==> config.mk <==
export PLATFORM = sky130hd
export DESIGN_NAME = buf_sync_debounce_flat
export DESIGN_NICKNAME = d
export VERILOG_FILES = /design/src/rtl/buf_sync_debounce_if.sv /design/src/rtl/buf_sync_debounce.sv /design/src/flat_wrapper.sv
export SDC_FILE = /design/constraint.sdc
export NUM_CORES = 1
export LEC_CHECK = 0
export CORE_AREA = 10 10 47 49
export CTS_CLUSTER_SIZE = 14
export DETAILED_ROUTE_END_ITERATION = 8
export DIE_AREA = 0 0 57 59
export PLACE_DENSITY = 0.62
export SYNTH_ARGS = -nofsm -noshare
export SYNTH_HDL_FRONTEND = slang
export SYNTH_SLANG_ARGS = --single-unit
==> constraint.sdc <==
create_clock -name clk -period 1.73 [get_ports clk]
set_input_delay 0.346 -clock clk [delete_from_list [all_inputs] [get_ports clk]]
set_output_delay 0.346 -clock clk [all_outputs]
set_load 0.02 [all_outputs]
==> src/rtl/buf_sync_debounce_if.sv <==
// Signal bundle between the input-conditioning stage and its consumers.
// The master drives the raw input and enable. The slave returns the conditioned level, pulses and busy.
interface buf_sync_debounce_if;
  logic A;
  logic en;
  logic Y;
  logic rise;
  logic fall;
  logic busy;

  modport master (
    output A,
    output en,
    input  Y,
    input  rise,
    input  fall,
    input  busy
  );

  modport slave (
    input  A,
    input  en,
    output Y,
    output rise,
    output fall,
    output busy
  );
endinterface

==> src/rtl/buf_sync_debounce.sv <==
// Synchronises a raw asynchronous input, debounces it and drives a clean level toward the BUF gate.
// Also produces one-cycle rise/fall pulses and a busy flag while a new level is being qualified.
module buf_sync_debounce #(
  parameter int  SYNC_STAGES     = 2,
  parameter int  DEBOUNCE_CYCLES = 4,
  localparam int CNT_W           = $clog2(DEBOUNCE_CYCLES + 1)
) (
  input  logic               clk,
  input  logic               rst_n,
  buf_sync_debounce_if.slave bus
);

  if (SYNC_STAGES < 2) begin : g_bad_sync_stages
    $error("buf_sync_debounce: SYNC_STAGES must be 2 or more");
  end
  if (DEBOUNCE_CYCLES < 1) begin : g_bad_debounce_cycles
    $error("buf_sync_debounce: DEBOUNCE_CYCLES must be 1 or more");
  end

  typedef enum logic [1:0] {
    STABLE_LO = 2'd0,
    PEND_HI   = 2'd1,
    STABLE_HI = 2'd2,
    PEND_LO   = 2'd3
  } state_t;

  localparam logic [CNT_W-1:0] CNT_ONE = CNT_W'(1);
  localparam logic [CNT_W-1:0] CNT_MAX = CNT_W'(DEBOUNCE_CYCLES);

  logic [SYNC_STAGES-1:0] sync_q;
  logic                   a_s;
  state_t                 state_q;
  logic [CNT_W-1:0]       cnt_q;
  logic [CNT_W-1:0]       cnt_d;
  logic                   y_q;
  logic                   rise_q;
  logic                   fall_q;
  logic                   busy_q;

  // Oldest synchroniser stage is the only one the FSM may look at.
  assign a_s   = sync_q[SYNC_STAGES-1];
  assign cnt_d = cnt_q + CNT_ONE;

  always_ff @(posedge clk or negedge rst_n) begin
    if (!rst_n) begin
      sync_q  <= '0;
      state_q <= STABLE_LO;
      cnt_q   <= '0;
      y_q     <= 1'b0;
      rise_q  <= 1'b0;
      fall_q  <= 1'b0;
      busy_q  <= 1'b0;
    end else begin
      sync_q <= {sync_q[SYNC_STAGES-2:0], bus.A};
      rise_q <= 1'b0;
      fall_q <= 1'b0;

      case (state_q)
        STABLE_LO: begin
          if (bus.en && a_s) begin
            if (DEBOUNCE_CYCLES == 1) begin
              state_q <= STABLE_HI;
              y_q     <= 1'b1;
              rise_q  <= 1'b1;
              cnt_q   <= '0;
            end else begin
              state_q <= PEND_HI;
              busy_q  <= 1'b1;
              cnt_q   <= CNT_ONE;
            end
          end
        end

        PEND_HI: begin
          // A dropped input or a disable rejects the candidate without a pulse.
          if (!bus.en || !a_s) begin
            state_q <= STABLE_LO;
            busy_q  <= 1'b0;
            cnt_q   <= '0;
          end else if (cnt_d == CNT_MAX) begin
            state_q <= STABLE_HI;
            y_q     <= 1'b1;
            rise_q  <= 1'b1;
            busy_q  <= 1'b0;
            cnt_q   <= '0;
          end else begin
            cnt_q <= cnt_d;
          end
        end

        STABLE_HI: begin
          if (bus.en && !a_s) begin
            if (DEBOUNCE_CYCLES == 1) begin
              state_q <= STABLE_LO;
              y_q     <= 1'b0;
              fall_q  <= 1'b1;
              cnt_q   <= '0;
            end else begin
              state_q <= PEND_LO;
              busy_q  <= 1'b1;
              cnt_q   <= CNT_ONE;
            end
          end
        end

        PEND_LO: begin
          if (!bus.en || a_s) begin
            state_q <= STABLE_HI;
            busy_q  <= 1'b0;
            cnt_q   <= '0;
          end else if (cnt_d == CNT_MAX) begin
            state_q <= STABLE_LO;
            y_q     <= 1'b0;
            fall_q  <= 1'b1;
            busy_q  <= 1'b0;
            cnt_q   <= '0;
          end else begin
            cnt_q <= cnt_d;
          end
        end

        default: begin
          state_q <= STABLE_LO;
          y_q     <= 1'b0;
          busy_q  <= 1'b0;
          cnt_q   <= '0;
        end
      endcase
    end
  end

  assign bus.Y    = y_q;
  assign bus.rise = rise_q;
  assign bus.fall = fall_q;
  assign bus.busy = busy_q;

endmodule

==> src/flat_wrapper.sv <==
// flat-port wrapper written by rule: the top's interface ports become plain ports
module buf_sync_debounce_flat 
#(
  parameter int  SYNC_STAGES     = 2,
  parameter int  DEBOUNCE_CYCLES = 4,
  localparam int CNT_W           = $clog2(DEBOUNCE_CYCLES + 1)
)
  (clk, rst_n, bus_A, bus_en, bus_Y, bus_rise, bus_fall, bus_busy);
  buf_sync_debounce_if bus_i ();
  input  logic clk;
  input  logic rst_n;
  input wire logic [$bits(bus_i.A)-1:0] bus_A;
  input wire logic [$bits(bus_i.en)-1:0] bus_en;
  output wire logic [$bits(bus_i.Y)-1:0] bus_Y;
  output wire logic [$bits(bus_i.rise)-1:0] bus_rise;
  output wire logic [$bits(bus_i.fall)-1:0] bus_fall;
  output wire logic [$bits(bus_i.busy)-1:0] bus_busy;
  assign bus_i.A = bus_A;
  assign bus_i.en = bus_en;
  assign bus_Y = bus_i.Y;
  assign bus_rise = bus_i.rise;
  assign bus_fall = bus_i.fall;
  assign bus_busy = bus_i.busy;
  buf_sync_debounce #(.SYNC_STAGES(SYNC_STAGES), .DEBOUNCE_CYCLES(DEBOUNCE_CYCLES)) u_core (.clk(clk), .rst_n(rst_n), .bus(bus_i));
endmodule
==> impl_metrics.tcl, run 1 <==
set metrics [dict create \
    grt_use_total_pct 5.798 \
    ys_warn_count 0 \
    antenna_cells 0 \
    drive_gt1_share_pct 11.32 \
    crit_family "buffers and inverters" \
    finalHoldViolCount 0 \
    fillers 140 \
    powerDensity_mw_per_mm2 911.5 \
    routed_wl_um 817 \
    r2r-end "u_core.bus.Y" \
    cts_tree "yes" \
    cts_resized 0 \
    syn_nets 48 \
    initial_utilization_pct 34.64 \
    grt_pass1_wl_um 1552 \
    finalCritPeriodShare_pct 92.64 \
    synth_edf_count 0 \
    routabilityCongestion 0.7616 \
    numCtsBuffers 3 \
    yosysSeqAreaShare_pct 56.70 \
    cp_data_required_time_ps 1380 \
    whs_path_depth 0 \
    r2r_start "u_core.cnt_q[0]" \
    irDropWorstVdd_mv 0.4524 \
    clock.fmax_mhz 623.9 \
    finalSetupViolCount 0 \
    yosysTopAreaCell "dfrtp_1" \
    rows 14 \
    die_h_um 59 \
    syn_to_final_growth_pct 23.97 \
    cp_num_cells 1 \
    synthArstFlopShare_pct 100.0 \
    yosysMostFrequentCell "dfrtp_1" \
    cp_slowest_stage_delay_ps 620 \
    cts_hold_buf 0 \
    rsz0062_at_grt "false" \
    cp-end-kind "primary output" \
    min_period_ps 1603 \
    critPathBufInv 1 \
    synth_cells 42 \
    crit_type "reg2out" \
    yosysUniqueCellTypes 19 \
    r2r_cells 4 \
    first_pass_iters 2 \
    drv_cap 0 \
    ys_seq_elements 11 \
    worstSetupEndpoint "bus_busy" \
    crit_path_start "u_core.bus.busy" \
    gr-total-overflow 0 \
    netlist_top_cells_area "dfrtp_1 57%, ha_1 5.2%, o21ai_0 5.2%, mux2i_1 4.1%, xor2_2 3.4%" \
    die_area_mm2 0.003363 \
    antenna_found_initial 0 \
    synth-main-ff-cell "dfrtp_1" \
    status "completed" \
    ios 8 \
    fin_skew_ps 5.984 \
    worstPathCellList "clkdlybuf4s50_1" \
    leakagePower_nw 0.2641 \
    slew_violations 0 \
    die_x_um 57 \
    synth.top_cell.area_share_pct 56.70 \
    coreArea_mm2 0.001401 \
    cts.clk_slew.worst_paths_ps 60 \
    grt_pass1_vias 383 \
    grt_max_degree 12 \
    clock_latency_ps 270 \
    drt_iter0_drc 2 \
    tns_ps 0 \
    reg2reg_setup_slack_ps 380 \
    post-dp-hpwl_um 643.2 \
    avgSynthCellArea_um2 11.56 \
    ant_nets 0 \
    hp-class "reg2reg" \
    clock-sinks 11 \
    vias_per_cell 4.928 \
    fin_util_pct 42.95 \
    post_cts_buffers 0 \
    worst_slew_pin_slew_ps 482.3 \
    via_count 340 \
    synth.top_cells.by_count "11 x dfrtp_1, 5 x o21ai_0, 3 x a21oi_1, 3 x inv_1" \
    critPathLaunchType "register" \
    drc 0 \
    slew_headroom_pct 67.74 \
    cts_max_path_buffers 2 \
    crit_fanout 3 \
    netlist_area_um2 485.5 \
    cts-root-buf "clkbuf_4" \
    drt-wirelength-per-cell_um 11.84 \
    worstPathArrival_ps 1260 \
    worst_path_max_delay_cell "clkdlybuf4s50_1" \
    io_buffers 7 \
    htreeDepth 1 \
    fin_nets 60 \
]
==> layer usage <==
layer | GRT usage [%] | routed length [µm]
met5 | 0 | 0
met4 | 4.027 | 22
met3 | 2.361 | 51
met2 | 8.372 | 348
met1 | 6.813 | 395
==> state kept, by name, indices dropped and copies added (netlist names) <==
register / cells
u_core.bus.Y: 1
u_core.bus.busy: 1
u_core.cnt_q: 3
u_core.state_q: 2
u_core.bus.rise: 1
u_core.sync_q: 2
u_core.bus.fall: 1
==> worst min path at each step <==
| stage | from | to | slack [ps] |
|---|---|---|---|
| 4_1_cts | u_core.sync_q[0] | u_core.sync_q[1] | 360 |
| 3_5_place_dp | u_core.sync_q[0] | u_core.sync_q[1] | 340 |
| 6_report | u_core.sync_q[0] | u_core.sync_q[1] | 350 |
| 5_1_grt | u_core.sync_q[0] | u_core.sync_q[1] | 360 |
| 3_3_place_gp | u_core.sync_q[0] | u_core.sync_q[1] | 330 |
| 2_1_floorplan | rst_n | u_core.bus.Y | 50 |
==> logic make-up after synthesis <==
family / after synthesis / share of synthesized area [%]
compound gates: 12 / 14.43
xor+xnor: 3 / 6.960
fa+ha+maj: 2 / 5.154
buf+inv: 3 / 2.319
flops: 11 / 56.70
mux: 2 / 4.124
simple gates: 9 / 10.31
==> cells in the final DEF (no fill, tap or decap) <==
cell type,netlist,layout
xnor2_1,1,1
clkbuf_4,0,3
inv_1,3,3
nand2b_1,1,1
or2b_1,1,1
clkdlybuf4s50_1,0,7
o22ai_1,1,1
xor2_1,1,1
nand2b_2,1,1
a21o_2,1,1
xor2_2,1,1
dfrtp_1,11,11
a31oi_1,1,1
nor3_1,2,2
mux2i_1,2,2
o311ai_1,1,1
ha_1,2,2
clkbuf_1,0,1
o21ai_0,5,5
nand2_1,2,2
a21oi_1,3,3
nand3_1,2,2
==> final cells by class <==
| cell class | instances | area (µm²) | share of cell area, % |
|---|---|---|---|
| multi-input combinational | 28 | 198.9 | 33.06 |
| clock buffer | 4 | 26.28 | 4.366 |
| timing repair buffer | 7 | 70.07 | 11.64 |
| inverter | 3 | 11.26 | 1.871 |
| sequential | 11 | 275.3 | 45.74 |
| tap | 16 | 20.02 | 3.326 |
==> power breakdown <==
group	switching [mW]	total (mW)	leakage (nW)	internal, mW
Combinational	0.0414	0.0798	0.112	0.0384
Clock	0.0847	0.174	0.0150	0.0893
Sequential	0.0194	0.295	0.137	0.275
==> stage by stage <==
step | power, mW | hold slack (ps) | area [µm²] | instances | setup WS (ps)
finish | 0.5485 | 352.8 | 601.8 | 69 | 127.3
global route | 0.5778 | 360.1 | 601.8 | 69 | 73.98
CTS | 0.5583 | 357.6 | 601.8 | 69 | 118.2
detailed placement | 0.3796 | 342.6 | 575.6 | 65 | 186.4
global placement | 0.3795 | 333.1 | 575.6 | 65 | 228.4
floorplan | 0.3466 | 50.41 | 485.5 | 42 | 498.4
(Power assumes the default switching activity.)
==> run 2, diff against run 1 <==
- CELL_PAD_IN_SITES_DETAIL_PLACEMENT: unset -> 1
- CELL_PAD_IN_SITES_GLOBAL_PLACEMENT: unset -> 2
- CORE_AREA: 10 10 47 49 -> 10 10 51 53
- DIE_AREA: 0 0 57 59 -> 0 0 61 63
- PLACE_DENSITY: 0.62 -> 0.73
==> run 2 against run 1 <==
Core utilization decreased by 6.4 points. Largest cell class unchanged. Total power decreased by 0.25%. Register-to-register slack about the same. Sequential share of layout area decreased by 0.095 points. Clock skew decreased by 3.3 ps. Clock-buffer cell count unchanged. Sequential power about the same. Highest routed layer unchanged. Sequential cell count unchanged. Combinational power increased by 1%. Die area increased by 14%. Fmax increased by 0.67%.
==> impl_metrics.tcl, run 2 (synthesized netlist as in run 1, its figures left out) <==
set metrics [dict create \
    cts_max_path_buffers 2 \
    fin_skew_ps 2.699 \
    clock.fmax_mhz 628.1 \
    final_cell_mix "11 x dfrtp_1, 7 x clkdlybuf4s50_1, 5 x o21ai_0" \
    fin_cells 70 \
    syn_to_final_growth_pct 24.23 \
    ios 8 \
    htreeDepth 1 \
    tns_ps 0 \
    cts_hold_buf 0 \
    worstSetupEndpoint "bus_busy" \
    grt_pass1_wl_um 1635 \
    post-dp-hpwl_um 717 \
    drv_cap 0 \
    finalHoldViolCount 0 \
    drive_gt1_share_pct 11.32 \
    slew_violations 0 \
    antenna_cells 0 \
    cp_num_cells 1 \
    worstPathCellList "clkdlybuf4s50_1" \
    largest_reg_flops 3 \
    cts_resized 0 \
    finalPower_mw 0.5472 \
    drt-wirelength-per-cell_um 13.47 \
    cp_slowest_stage_delay_ps 610 \
    cts.clk_slew.worst_paths_ps 70 \
    grt_pass1_vias 366 \
    worst_slew_pin_slew_ps 508.1 \
    crit_type "reg2out" \
    r2r-end "u_core.bus.Y" \
    coreArea_mm2 0.001652 \
    post_cts_buffers 0 \
    cts-root-buf "clkbuf_4" \
    cts_tree "yes" \
    top_regs "u_core.cnt_q x3, u_core.state_q x2, u_core.sync_q x2" \
    via_count 340 \
    r2r_start "u_core.cnt_q[0]" \
    critPathBufInv 1 \
    ant_nets 0 \
    leakagePower_nw 0.2641 \
    numCtsBuffers 3 \
    slew_headroom_pct 66.02 \
    drt_iter0_drc 6 \
    cp_data_required_time_ps 1380 \
    top_register "u_core.cnt_q" \
    final_common_cell "dfrtp_1" \
    reg2reg_setup_slack_ps 370 \
    cp-end-kind "primary output" \
    critPathLaunchType "register" \
    rsz0062_at_grt "false" \
    worstPathArrival_ps 1250 \
    routabilityCongestion 0.7612 \
    fillers 196 \
    r2r_cells 4 \
    status "completed" \
    post-place-cells 66 \
    drc 0 \
    io_buffers 7 \
    clock-sinks 11 \
    vias_per_cell 4.857 \
    grt_use_total_pct 5.564 \
    fin_util_pct 36.52 \
    crit_fanout 3 \
    first_pass_iters 4 \
    finalCritPeriodShare_pct 92.03 \
    rows 15 \
    initial_utilization_pct 29.39 \
    antenna_found_initial 0 \
    hp-class "reg2reg" \
    powerDensity_mw_per_mm2 907.3 \
    min_period_ps 1592 \
    placed_cell_area_um2 576.8 \
    crit_family "buffers and inverters" \
    gr-total-overflow 0 \
    routed_wl_um 943 \
    final_area_um2 603.1 \
    worst_path_max_delay_cell "clkdlybuf4s50_1" \
    die_area_mm2 0.003843 \
    grt_max_degree 12 \
    irDropWorstVdd_mv 0.2911 \
    die_h_um 63 \
    clock_latency_ps 260 \
    finalSetupViolCount 0 \
    fin_nets 60 \
    crit_path_start "u_core.bus.busy" \
    die_x_um 61 \
]
## run 2: area by class of cell
cell class | count | area, µm² | area share [%]
inverter | 3 | 11.26 | 1.867
multi-input combinational | 28 | 198.9 | 32.99
clock buffer | 4 | 26.28 | 4.357
sequential | 11 | 275.3 | 45.64
tap | 17 | 21.27 | 3.527
timing repair buffer | 7 | 70.07 | 11.62
## run 2: how the worst min path moves through the flow
stage | startpoint | to | slack [ps] | cells past startpoint
after CTS | u_core.sync_q[0] | u_core.sync_q[1] | 350 | 0
after global routing | u_core.sync_q[0] | u_core.sync_q[1] | 360 | 0
after detailed placement | u_core.sync_q[0] | u_core.sync_q[1] | 340 | 0
after floorplan | rst_n | u_core.bus.Y | 50 | 0
after global placement | u_core.sync_q[0] | u_core.sync_q[1] | 330 | 0
final | u_core.sync_q[0] | u_core.sync_q[1] | 350 | 0
## run 2: per-stage QoR
step | setup slack (ps) | hold slack [ps]
floorplan | 498.4 | 50.41
global placement | 213.7 | 332.6
detailed placement | 184.5 | 336.3
CTS | 123.4 | 352.3
global route | 101.4 | 360.2
finish | 137.9 | 348.9
## run 2: report_power, final
part	internal (mW)	switching, mW
registers	0.275	0.0208
logic	0.0386	0.0421
clock network	0.0890	0.0815
## run 2: metal layers
| metal | track usage (%) | routed length [µm] |
|---|---|---|
| met1 | 7.151 | 480 |
| met2 | 6.633 | 355 |
| met3 | 3.455 | 89 |
| met4 | 3.297 | 17 |
| met5 | 0 | 0 |
